--- config.mk ---
export PLATFORM = sky130hd
export DESIGN_NAME = hit_judge
export DESIGN_NICKNAME = d
export VERILOG_FILES = /design/src/rtl/hit_judge.sv
export SDC_FILE = /design/constraint.sdc
export NUM_CORES = 1
export LEC_CHECK = 0
export ABC_AREA = 1
export BUFFER_PORTS_ARGS = -buffer_cell sky130_fd_sc_hd__buf_2
export CAP_MARGIN = 20
export CELL_PAD_IN_SITES_DETAIL_PLACEMENT = 0
export CELL_PAD_IN_SITES_GLOBAL_PLACEMENT = 2
export CORE_UTILIZATION = 29
export CTS_CLUSTER_SIZE = 12
export DETAILED_ROUTE_END_ITERATION = 6
export HOLD_SLACK_MARGIN = 0.03
export PLACE_DENSITY = 0.88
export SYNTH_ARGS = -nofsm -noshare
export SYNTH_HDL_FRONTEND = slang
export SYNTH_SLANG_ARGS = --single-unit
--- constraint.sdc ---
create_clock -name clk -period 4.8 [get_ports clk]
set_clock_uncertainty 0.05 [all_clocks]
set_input_delay 0.96 -clock clk [delete_from_list [all_inputs] [get_ports clk]]
set_output_delay 0.96 -clock clk [all_outputs]
set_load 0.005 [all_outputs]
--- src/rtl/hit_judge.sv ---
// hit_judge: grades each player hit against the current song note and keeps
// combo/score totals. Inputs: en, hit_* pulse, sys_clock, track, goal_* from a
// combinational song ROM. Outputs: note_idx to the ROM, judge_valid/grade
// pulse, combo/max_combo/base_score/bonus_score, done.
module hit_judge #(
  parameter int CLOCK_W     = 24,
  parameter int CNT_W       = 8,
  parameter int PERFECT_WIN = 50,
  parameter int GOOD_WIN    = 150,
  parameter int MISS_WIN    = 300
) (
  input  logic               clk,
  input  logic               rst_n,
  input  logic               en,
  input  logic               hit_valid,
  input  logic [2:0]         hit_octave,
  input  logic [2:0]         hit_note,
  input  logic [2:0]         hit_length,
  input  logic [CLOCK_W-1:0] sys_clock,
  input  logic [CNT_W-1:0]   track,
  input  logic [CLOCK_W-1:0] goal_time,
  input  logic [2:0]         goal_octave,
  input  logic [2:0]         goal_note,
  input  logic [2:0]         goal_length,
  output logic [CNT_W-1:0]   note_idx,
  output logic               judge_valid,
  output logic [1:0]         grade,
  output logic [20:0]        combo,
  output logic [20:0]        max_combo,
  output logic [20:0]        base_score,
  output logic [20:0]        bonus_score,
  output logic               done
);

  localparam int OW = CLOCK_W + 1;
  localparam logic [OW-1:0] P_WIN = OW'(PERFECT_WIN);
  localparam logic [OW-1:0] G_WIN = OW'(GOOD_WIN);
  localparam logic [OW-1:0] M_WIN = OW'(MISS_WIN);
  localparam logic [20:0]   SAT   = '1;

  typedef enum logic [1:0] {
    S_IDLE,
    S_WAIT,
    S_JUDGE,
    S_DONE
  } state_t;

  state_t             state_q, state_d;
  logic [CLOCK_W-1:0] start_q, start_d;
  logic [CNT_W-1:0]   idx_q, idx_d;
  logic [1:0]         grade_q, grade_d;
  logic               len_q, len_d;
  logic [20:0]        combo_q, combo_d;
  logic [20:0]        max_q, max_d;
  logic [20:0]        base_q, base_d;
  logic [20:0]        bonus_q, bonus_d;

  logic [CLOCK_W-1:0] rel;
  logic [OW-1:0]      off;
  logic [OW-1:0]      mag;
  logic               in_win;
  logic               late;
  logic               pitch_ok;
  logic [1:0]         hit_grade;
  logic [CNT_W-1:0]   idx_inc;

  // off is a CLOCK_W+1 bit two's-complement value; its MSB is the sign.
  assign rel      = sys_clock - start_q;
  assign off      = {1'b0, rel} - {1'b0, goal_time};
  assign mag      = off[OW-1] ? (~off + 1'b1) : off;
  assign in_win   = (mag <= M_WIN);
  assign late     = !off[OW-1] && !in_win;
  assign pitch_ok = (hit_octave == goal_octave) &&
                    (hit_note == goal_note);
  assign idx_inc  = idx_q + 1'b1;

  always_comb begin
    hit_grade = 2'd1;
    if (!pitch_ok)          hit_grade = 2'd0;
    else if (mag <= P_WIN)  hit_grade = 2'd3;
    else if (mag <= G_WIN)  hit_grade = 2'd2;
  end

  logic [8:0]  pts;
  logic [21:0] base_sum;
  logic [21:0] combo_inc;
  logic [22:0] bonus_sum;
  logic [20:0] base_new;
  logic [20:0] combo_new;
  logic [20:0] bonus_new;
  logic [20:0] max_new;
  logic        good;

  always_comb begin
    pts = 9'd0;
    unique case (grade_q)
      2'd3: pts = 9'd300;
      2'd2: pts = 9'd200;
      2'd1: pts = 9'd100;
      2'd0: pts = 9'd0;
    endcase
  end

  assign good      = grade_q[1];
  assign base_sum  = {1'b0, base_q} + 22'(pts);
  assign base_new  = base_sum[21] ? SAT : base_sum[20:0];
  assign combo_inc = {1'b0, combo_q} + 22'd1;
  assign combo_new = !good ? '0 :
                     combo_inc[21] ? SAT : combo_inc[20:0];
  assign max_new   = (combo_new > max_q) ? combo_new : max_q;
  // Length bonus only counts for a hit that was not a MISS.
  assign bonus_sum = {2'b0, bonus_q} + {2'b0, combo_new} +
                     ((len_q && grade_q != 2'd0) ? 23'd50 : 23'd0);
  assign bonus_new = (|bonus_sum[22:21]) ? SAT : bonus_sum[20:0];

  always_comb begin
    state_d = state_q;
    start_d = start_q;
    idx_d   = idx_q;
    grade_d = grade_q;
    len_d   = len_q;
    combo_d = combo_q;
    max_d   = max_q;
    base_d  = base_q;
    bonus_d = bonus_q;
    if (!en) begin
      state_d = S_IDLE;
    end else begin
      unique case (state_q)
        S_IDLE: begin
          start_d = sys_clock;
          idx_d   = '0;
          combo_d = '0;
          max_d   = '0;
          base_d  = '0;
          bonus_d = '0;
          state_d = (track == '0) ? S_DONE : S_WAIT;
        end
        S_WAIT: begin
          // A hit inside the window beats the timeout.
          if (hit_valid && in_win) begin
            grade_d = hit_grade;
            len_d   = (hit_length == goal_length);
            state_d = S_JUDGE;
          end else if (late) begin
            grade_d = 2'd0;
            len_d   = 1'b0;
            state_d = S_JUDGE;
          end
        end
        S_JUDGE: begin
          base_d  = base_new;
          combo_d = combo_new;
          max_d   = max_new;
          bonus_d = bonus_new;
          idx_d   = idx_inc;
          state_d = (idx_inc == track) ? S_DONE : S_WAIT;
        end
        S_DONE: begin
        end
      endcase
    end
  end

  always_ff @(posedge clk or negedge rst_n) begin
    if (!rst_n) begin
      state_q <= S_IDLE;
      start_q <= '0;
      idx_q   <= '0;
      grade_q <= '0;
      len_q   <= 1'b0;
      combo_q <= '0;
      max_q   <= '0;
      base_q  <= '0;
      bonus_q <= '0;
    end else begin
      state_q <= state_d;
      start_q <= start_d;
      idx_q   <= idx_d;
      grade_q <= grade_d;
      len_q   <= len_d;
      combo_q <= combo_d;
      max_q   <= max_d;
      base_q  <= base_d;
      bonus_q <= bonus_d;
    end
  end

  assign note_idx    = idx_q;
  assign judge_valid = (state_q == S_JUDGE);
  assign grade       = grade_q;
  assign combo       = combo_q;
  assign max_combo   = max_q;
  assign base_score  = base_q;
  assign bonus_score = bonus_q;
  assign done        = (state_q == S_DONE);

endmodule

==> results.sh, run 1 <==
export IMPL_start_util_pct=29.7
export IMPL_final_layout_size_suffix_gt1_share_pct=26.7
export IMPL_grt_pass1_wl_um=62900
export IMPL_clock_path_buffers=2
export IMPL_final_setup_worst_slack_ps=-330
export IMPL_port_buffers=173
export IMPL_ioPinCount=174
export IMPL_synth_area_per_cell_um2=6.69
export IMPL_p_int_mw=6.17
export IMPL_slowest_stage="fa_2"
export IMPL_cp_max_fo=6
export IMPL_cts_sinks=120
export IMPL_p_comb_share_pct=78.6
export IMPL_critPathMaxStageDelay_ps=340
export IMPL_clk_latency_ps=450
export IMPL_via_count=12581
export IMPL_dr_pass1_iters=7
export IMPL_area_growth_pct=33.6
export IMPL_yosysMostFrequentCell="nand2_1"
export IMPL_htreeDepth=4
export IMPL_drt_iter0_drc=517
export IMPL_fin_nets=2358
export IMPL_root_buffer="clkbuf_16"
export IMPL_grt_overflow=0
export IMPL_synth_top_area_cell="dfrtp_1"
export IMPL_min_period_over_period_pct=107
export IMPL_fin_util_pct=39.6
export IMPL_ys_seq_area_share_pct=25.2
export IMPL_status="finished, violations left"
export IMPL_rows=73
export IMPL_cpMostUsedCell="nand2_2"
export IMPL_clk_pin_slew_ps=60
export IMPL_tightest_slew_ps=1010
export IMPL_die_area_um2=41900
export IMPL_fmax_mhz=195
export IMPL_yosys_cell_types_count=54
export IMPL_hold_violations=0
export IMPL_drc_errors=0
export IMPL_arrival_ps=5420
export IMPL_synth_fp_nets=1986
export IMPL_netlist_top_cells_area="dfrtp_1 25%, nand2_1 15%, ha_1 13%"
export IMPL_end_kind="flip-flop"
export IMPL_postRouteAntennaNets=0
export IMPL_critPathKind="primary input to flip-flop"
export IMPL_hold_path_class="flip-flop to flip-flop"
export IMPL_max_cap_violations=0
export IMPL_clock_power_share_pct=11.7
export IMPL_drv_slew=0
export IMPL_ys_top_cells_by_count="463 x nand2_1, 274 x inv_1, 129 x a21oi_1, 122 x ha_1"
export IMPL_relSlewSlack_pct=32.7
export IMPL_rsz0062_at_grt="yes"
export IMPL_peakVddDrop_v=0.000427
export IMPL_core_um2=40100
export IMPL_ys_flop_type="dfrtp_1"
export IMPL_postSynth_asyncResetShare_pct=100
export IMPL_die_x_um=205
export IMPL_p_per_area_nw_per_um2=753
export IMPL_cts_buffers=17
export IMPL_post_route_min_period_ps=5130
export IMPL_routed_wl_um=38800
export IMPL_yosysTopAreaCellShare_pct=25.2
export IMPL_cp_data_required_time_ps=5090
export IMPL_setup_viol=5
export IMPL_syn_area_um2=11900
export IMPL_grt_pass1_vias=12594
export IMPL_grt_use_total_pct=19.1
export IMPL_grt_start_max_net_pins=100
export IMPL_startpoint_type="primary input"
export IMPL_p_leak_nw=8.63
export IMPL_antenna_found_initial=1
export IMPL_swShare_pct=48.4
export IMPL_ys_seq_elements=120
export IMPL_pre_cts_ws_ps=-1110
export IMPL_gp_congestion=0.863
export IMPL_cts_tree="yes"
export IMPL_viasPerCell=4.68
export IMPL_ys_warn_count=0
export IMPL_die_h_um=205
export IMPL_synth_edf_count=0
export IMPL_p_switching_mw=5.80
export IMPL_seqPwrFrac_pct=9.7
export IMPL_dpl_hpwl_um=31300
export IMPL_violations="setup timing"
export IMPL_p_total_mw=12.0
export IMPL_synthCells=1779
export IMPL_wl_per_cell_um=14.4
## metrics by stage
stage	instance area, um2	instances	hold WS (ps)	TNS [ps]
2_1_floorplan	12000	1779	409	-1660
3_3_place_gp	14800	2633	441	-5560
3_5_place_dp	14800	2633	447	-5850
4_1_cts	15700	2681	465	-1730
5_1_grt	15900	2690	478	-9300
6_report	15900	2691	460	-1610
## cell usage in the layout, fill, tap and decap left out, types with 27 or more instances in the layout
cell type and count:
a21oi_1 119, buf_2 171, nor2_1 108, nand3_1 85, xnor2_1 27, ha_1 118, dfrtp_1 120, inv_1 271
o21ai_0 111, nand2_2 44, nand2_1 443, xor2_1 45, buf_4 210
## layer usage
metal  part of all wire, %  GRT usage [%]  up-vias
met5                     0              0        -
li1                      -              -     6520
met1                    44           22.9     5799
met4                   2.1           6.26        0
met2                    50           34.1      217
met3                   4.0           3.47       45
## critical path, delay by kind of cell
kind / cells / cell delay [ps]
AND/OR/NAND/NOR: 17 / 1550
AO/OA/AOI/OAI: 11 / 1280
adder cells (fa/ha/maj): 3 / 790
buffers and inverters: 6 / 520
XOR/XNOR: 2 / 270
## power groups by stage
stage | clock network [mW] | registers, mW | logic (mW)
after floorplan | 0 | 1.17 | 5.29
after global placement | 0 | 1.18 | 8.68
after detailed placement | 0 | 1.18 | 8.76
after CTS | 1.44 | 1.16 | 9.16
after global routing | 1.48 | 1.17 | 10.6
final | 1.40 | 1.16 | 9.41
## final cells by class
class,count,area (um2)
Timing Repair inverter,1,6.26
Clock buffer,22,474
Fill cell,4288,24200
Sequential cell,120,3000
Tap cell,525,657
Multi-Input combinational cell,1341,8020
Timing Repair Buffer,386,2500
Clock inverter,10,141
Inverter,284,1090
Antenna cell,2,5.00
## repair_timing
action                                  in CTS  in global routing
setup buffers                               15                  7
hold buffers                                 0                  0
gates cloned                                 1                  1
endpoints found under the setup margin      26                 26
pin swaps                                   39                 45
gates resized for setup                     44                 30
## final timing paths
kind	end	cells past startpoint	from	slack, ps
worst max-delay path	len_q	39	sys_clock[0]	-330
worst min-delay path	base_score[2]	2	base_score[2]	460
worst max register to register	len_q	37	start_q[0]	-90
worst min register to register	base_score[2]	2	base_score[2]	460
max in group asynchronous	start_q[14]	2	rst_n	3180
min in group asynchronous	combo[12]	1	rst_n	540
## flip-flops by register name, indices dropped and copies added (netlist names)
| name | count |
|---|---|
| state_q | 2 |
| start_q | 24 |
| max_combo | 21 |
| combo | 21 |
| base_score | 20 |
| bonus_score | 21 |
| note_idx | 8 |
| grade | 2 |
| len_q | 1 |
## cells by family after synthesis
kind of cell             count (synthesis)  synth area share (%)
AO/OA/AOI/OAI                          310                  14.1
multiplexers                             1                0.0946
buffers and inverters                  318                  10.2
XOR/XNOR                                75                  5.52
adder cells (fa/ha/maj)                129                  14.0
flip-flops                             120                  25.2
AND/OR/NAND/NOR                        826                  30.9
Power figures use the tool's default switching activity.
==> run 2: changes to the inputs <==
- CORE_MARGIN: not set -> 2
==> results.sh, run 2 (synthesized netlist as in run 1, its figures left out) <==
export IMPL_status="finished, violations left"
export IMPL_violations="setup timing"
export IMPL_dpl_hpwl_um=32000
export IMPL_peakVddDrop_v=0.000395
export IMPL_die_x_um=207
export IMPL_port_buffers=173
export IMPL_fmax_mhz=194
export IMPL_seqPwrFrac_pct=9.5
export IMPL_drt_iter0_drc=622
export IMPL_end_kind="flip-flop"
export IMPL_gp_congestion=0.867
export IMPL_clk_latency_ps=450
export IMPL_grt_overflow=0
export IMPL_clock_power_share_pct=11.6
export IMPL_p_switching_mw=5.96
export IMPL_post_route_min_period_ps=5140
export IMPL_max_cap_violations=0
export IMPL_swShare_pct=48.8
export IMPL_arrival_ps=5420
export IMPL_p_int_mw=6.24
export IMPL_slowest_stage="fa_2"
export IMPL_p_per_area_nw_per_um2=738
export IMPL_grt_pass1_wl_um=63800
export IMPL_tightest_slew_ps=956
export IMPL_cts_sinks=120
export IMPL_htreeDepth=4
export IMPL_fin_nets=2388
export IMPL_mostFrequentLayoutCells="439 x nand2_1, 265 x inv_1, 233 x buf_4"
export IMPL_cp_data_required_time_ps=5080
export IMPL_postRouteAntennaNets=0
export IMPL_p_leak_nw=8.88
export IMPL_final_common_cell="nand2_1"
export IMPL_viasPerCell=4.74
export IMPL_cpMostUsedCell="nand2_2"
export IMPL_die_area_um2=42700
export IMPL_cts_buffers=17
export IMPL_routed_wl_um=40700
export IMPL_largest_reg_flops=24
export IMPL_core_um2=40600
export IMPL_hold_violations=0
export IMPL_ioPinCount=174
export IMPL_final_layout_size_suffix_gt1_share_pct=30.4
export IMPL_dr_pass1_iters=5
export IMPL_grt_pass1_vias=12669
export IMPL_start_util_pct=29.3
export IMPL_grt_use_total_pct=19.0
export IMPL_p_comb_share_pct=78.9
export IMPL_final_setup_worst_slack_ps=-344
export IMPL_startpoint_type="primary input"
export IMPL_drc_errors=0
export IMPL_drv_slew=0
export IMPL_rows=74
export IMPL_clk_pin_slew_ps=70
export IMPL_regMostFlops="start_q"
export IMPL_cts_tree="yes"
export IMPL_min_period_over_period_pct=107
export IMPL_crit_buf_inv=6
export IMPL_hold_path_class="primary input to async pin"
export IMPL_via_count=12925
export IMPL_hold_ws_ps=394
export IMPL_critPathTopFamily="simple AND/OR/NAND/NOR gates"
export IMPL_root_buffer="clkbuf_16"
export IMPL_grt_start_max_net_pins=63
export IMPL_rsz0062_at_grt="yes"
export IMPL_clock_path_buffers=2
export IMPL_pre_cts_ws_ps=-1240
export IMPL_num_fill_cells=4272
export IMPL_cp_max_fo=6
export IMPL_critPathMaxStageDelay_ps=360
export IMPL_setup_viol=5
export IMPL_critPathKind="primary input to flip-flop"
export IMPL_relSlewSlack_pct=36.2
export IMPL_area_growth_pct=38.9
export IMPL_antenna_found_initial=4
export IMPL_wl_per_cell_um=14.9
export IMPL_die_h_um=207
==> run 2: cell types whose count changed in the layout (fill, tap and decap cells not counted), moves of 5 or more <==
| cell | change |
|---|---|
| buf_4 | +23 |
| o21ai_2 | +6 |
| nand3_1 | -8 |
| ha_4 | +6 |
| nor2_1 | -5 |
| a21oi_2 | +10 |
| ha_1 | -5 |
| buf_6 | +6 |
| inv_2 | +6 |
| nand3_2 | +6 |
| a21oi_1 | -13 |
| o21ai_0 | -8 |
| inv_1 | -6 |
==> run 2: final cells by class <==
cell class	count	area (um2)	share of cell area (%)
diodes	1	2.50	0.0151
clock buffers	17	425	2.57
clock inverters	15	193	1.17
inverters	284	1090	6.61
multi-input cells	1341	8390	50.7
flip-flops and latches	120	3000	18.2
well taps	532	666	4.03
repair buffers	415	2750	16.6
repair inverters	2	17.5	0.106
==> run 2: stage by stage <==
stage	instance area, um2	instances	util (%)	total power, mW	TNS [ps]
final	16500	2727	40.7	12.2	-1670
after detailed placement	15000	2667	37.0	9.96	-8450
after global routing	16500	2727	40.7	13.5	-3440
after global placement	15000	2667	37.0	9.85	-8440
after CTS	15900	2708	39.1	11.8	-1680
after floorplan	12000	1779	-	6.46	-1660
==> run 2: power by group through the flow <==
stage               combinational [mW]  clock (mW)  sequential [mW]
finish                            9.62        1.41             1.16
global route                      10.8        1.48             1.18
CTS                               9.19        1.45             1.16
detailed placement                8.78           0             1.18
global placement                  8.67           0             1.18
floorplan                         5.29           0             1.17
==> run 2: worst paths after layout <==
path | slack, ps | end | from | depth (start not counted)
min | 390 | combo[11] | rst_n | 1
min reg2reg | 460 | bonus_score[12] | bonus_score[12] | 2
max in group asynchronous | 3360 | base_score[15] | rst_n | 2
min in group clk | 460 | bonus_score[12] | bonus_score[12] | 2
max | -340 | len_q | sys_clock[0] | 40
max reg2reg | -80 | len_q | start_q[0] | 38
==> run 2: repair_timing <==
action	4_1_cts	5_1_grt
cloned	0	2
buffers inserted	9	17
gates resized for setup	43	122
hold buffers	0	0
setup endpoints to repair	26	26
pin swaps	30	73
hold endpoints to repair	0	0
==> run 2: metal layers <==
layer  share of wire, %  track usage (%)
met3                4.4             3.61
met4                2.8             6.25
met2                 50             34.1
met5               0.12                0
met1                 43             22.8
==> run 3: changes to the inputs <==
- CORE_MARGIN: 2 -> not set
- REMOVE_ABC_BUFFERS: not set -> 1
==> results.sh, run 3 (synthesized netlist as in run 1, its figures left out) <==
export IMPL_wl_per_cell_um=14.0
export IMPL_root_buffer="clkbuf_16"
export IMPL_dr_pass1_iters=5
export IMPL_max_cap_violations=0
export IMPL_relSlewSlack_pct=34.3
export IMPL_tightest_slew_ps=986
export IMPL_p_per_area_nw_per_um2=762
export IMPL_die_area_um2=41900
export IMPL_drc_errors=0
export IMPL_dpl_hpwl_um=29100
export IMPL_pre_cts_ws_ps=-1470
export IMPL_cp_data_required_time_ps=5130
export IMPL_grt_start_max_net_pins=96
export IMPL_start_util_pct=29.7
export IMPL_antenna_found_initial=4
export IMPL_violations="setup timing"
export IMPL_postRouteAntennaNets=0
export IMPL_clk_pin_slew_ps=60
export IMPL_core_um2=40100
export IMPL_hold_path_class="flip-flop to flip-flop"
export IMPL_final_area_um2=16500
export IMPL_slowest_stage="fa_2"
export IMPL_gp_congestion=0.864
export IMPL_critPathKind="primary input to flip-flop"
export IMPL_post_route_min_period_ps=5060
export IMPL_postPlaceCellArea_um2=14700
export IMPL_placed_cells=2632
export IMPL_hold_violations=0
export IMPL_hold_depth=2
export IMPL_ioPinCount=174
export IMPL_fin_nets=2375
export IMPL_p_leak_nw=8.81
export IMPL_setup_viol=5
export IMPL_startpoint_type="primary input"
export IMPL_setup_tns_ps=-1200
export IMPL_area_growth_pct=38.7
export IMPL_min_period_over_period_pct=105
export IMPL_critPathMaxStageDelay_ps=340
export IMPL_clock_path_buffers=2
export IMPL_end_kind="flip-flop"
export IMPL_reg2regPathDepth=38
export IMPL_routed_wl_um=37800
export IMPL_grt_pass1_vias=12317
export IMPL_port_buffers=173
export IMPL_grt_use_total_pct=18.2
export IMPL_mostFrequentLayoutCells="417 x nand2_1, 256 x inv_1, 223 x buf_4"
export IMPL_rsz0062_at_grt="yes"
export IMPL_status="finished, violations left"
export IMPL_die_h_um=205
export IMPL_ctsHoldBuffers=0
export IMPL_cts_tree="yes"
export IMPL_clk_latency_ps=450
export IMPL_final_cells=2707
export IMPL_htreeDepth=4
export IMPL_cp_max_fo=7
export IMPL_drt_iter0_drc=628
export IMPL_grt_pass1_wl_um=60600
export IMPL_largest_reg_flops=24
export IMPL_cts_sinks=120
export IMPL_arrival_ps=5390
export IMPL_cts_buffers=17
export IMPL_hold_ws_ps=440
export IMPL_die_x_um=205
export IMPL_drv_slew=0
export IMPL_peakVddDrop_v=0.000418
export IMPL_via_count=12777
export IMPL_final_setup_worst_slack_ps=-256
export IMPL_grt_overflow=0
export IMPL_rows=73
export IMPL_cpMostUsedCell="buf_4"
export IMPL_final_common_cell="nand2_1"
export IMPL_regMostFlops="start_q"
export IMPL_fmax_mhz=198
export IMPL_viasPerCell=4.72
export IMPL_final_layout_size_suffix_gt1_share_pct=32.0
==> run 3: worst paths after layout <==
kind	slack, ps	from	endpoint
setup / recovery	-260	sys_clock[0]	state_q[0]
hold / removal	440	len_q	len_q
setup reg to reg	-30	start_q[1]	state_q[0]
hold reg to reg	440	len_q	len_q
max in group asynchronous	3110	rst_n	max_combo[18]
min in group asynchronous	610	rst_n	start_q[22]
==> run 3: what timing repair did <==
item / 4_1_cts / 5_1_grt
gates cloned: 1 / 2
pin swaps: 68 / 55
setup endpoints to repair: 26 / 45
setup buffers: 29 / 11
resized for setup: 122 / 117
==> run 3: cell type report <==
class                           instances  area (um2)
Fill cell                            4249       23600
Multi-Input combinational cell       1341        8540
Sequential cell                       120        3000
Timing Repair Buffer                  403        2640
Inverter                              284        1080
Tap cell                              525         657
Clock buffer                           19         433
Clock inverter                         13         144
Timing Repair inverter                  1        6.26
Antenna cell                            1        2.50
==> run 3: report_power, final <==
| part | total, mW | switching [mW] | internal [mW] |
|---|---|---|---|
| Sequential | 1.16 | 0.0448 | 1.12 |
| Clock | 1.32 | 0.556 | 0.768 |
| Combinational | 10.1 | 5.63 | 4.46 |
==> run 3: worst max-delay path: cells and delay by family <==
family | cells | cell delay, ps
adders and majority gates | 3 | 700
buffers and inverters | 14 | 1430
and+or+nand+nor | 21 | 2290
==> run 3: through the flow <==
step	total power, mW	utilization (%)
final	12.6	41.2
after detailed placement	9.81	36.7
after floorplan	6.31	-
after global routing	13.8	41.2
after CTS	12.1	39.7
after global placement	9.69	36.7
==> run 3: per-layer routing <==
layer  track usage, %  wire, um
met5                0        37
met4             4.82       629
met3             3.45      1610
met2             30.5     17700
met1             23.8     17800
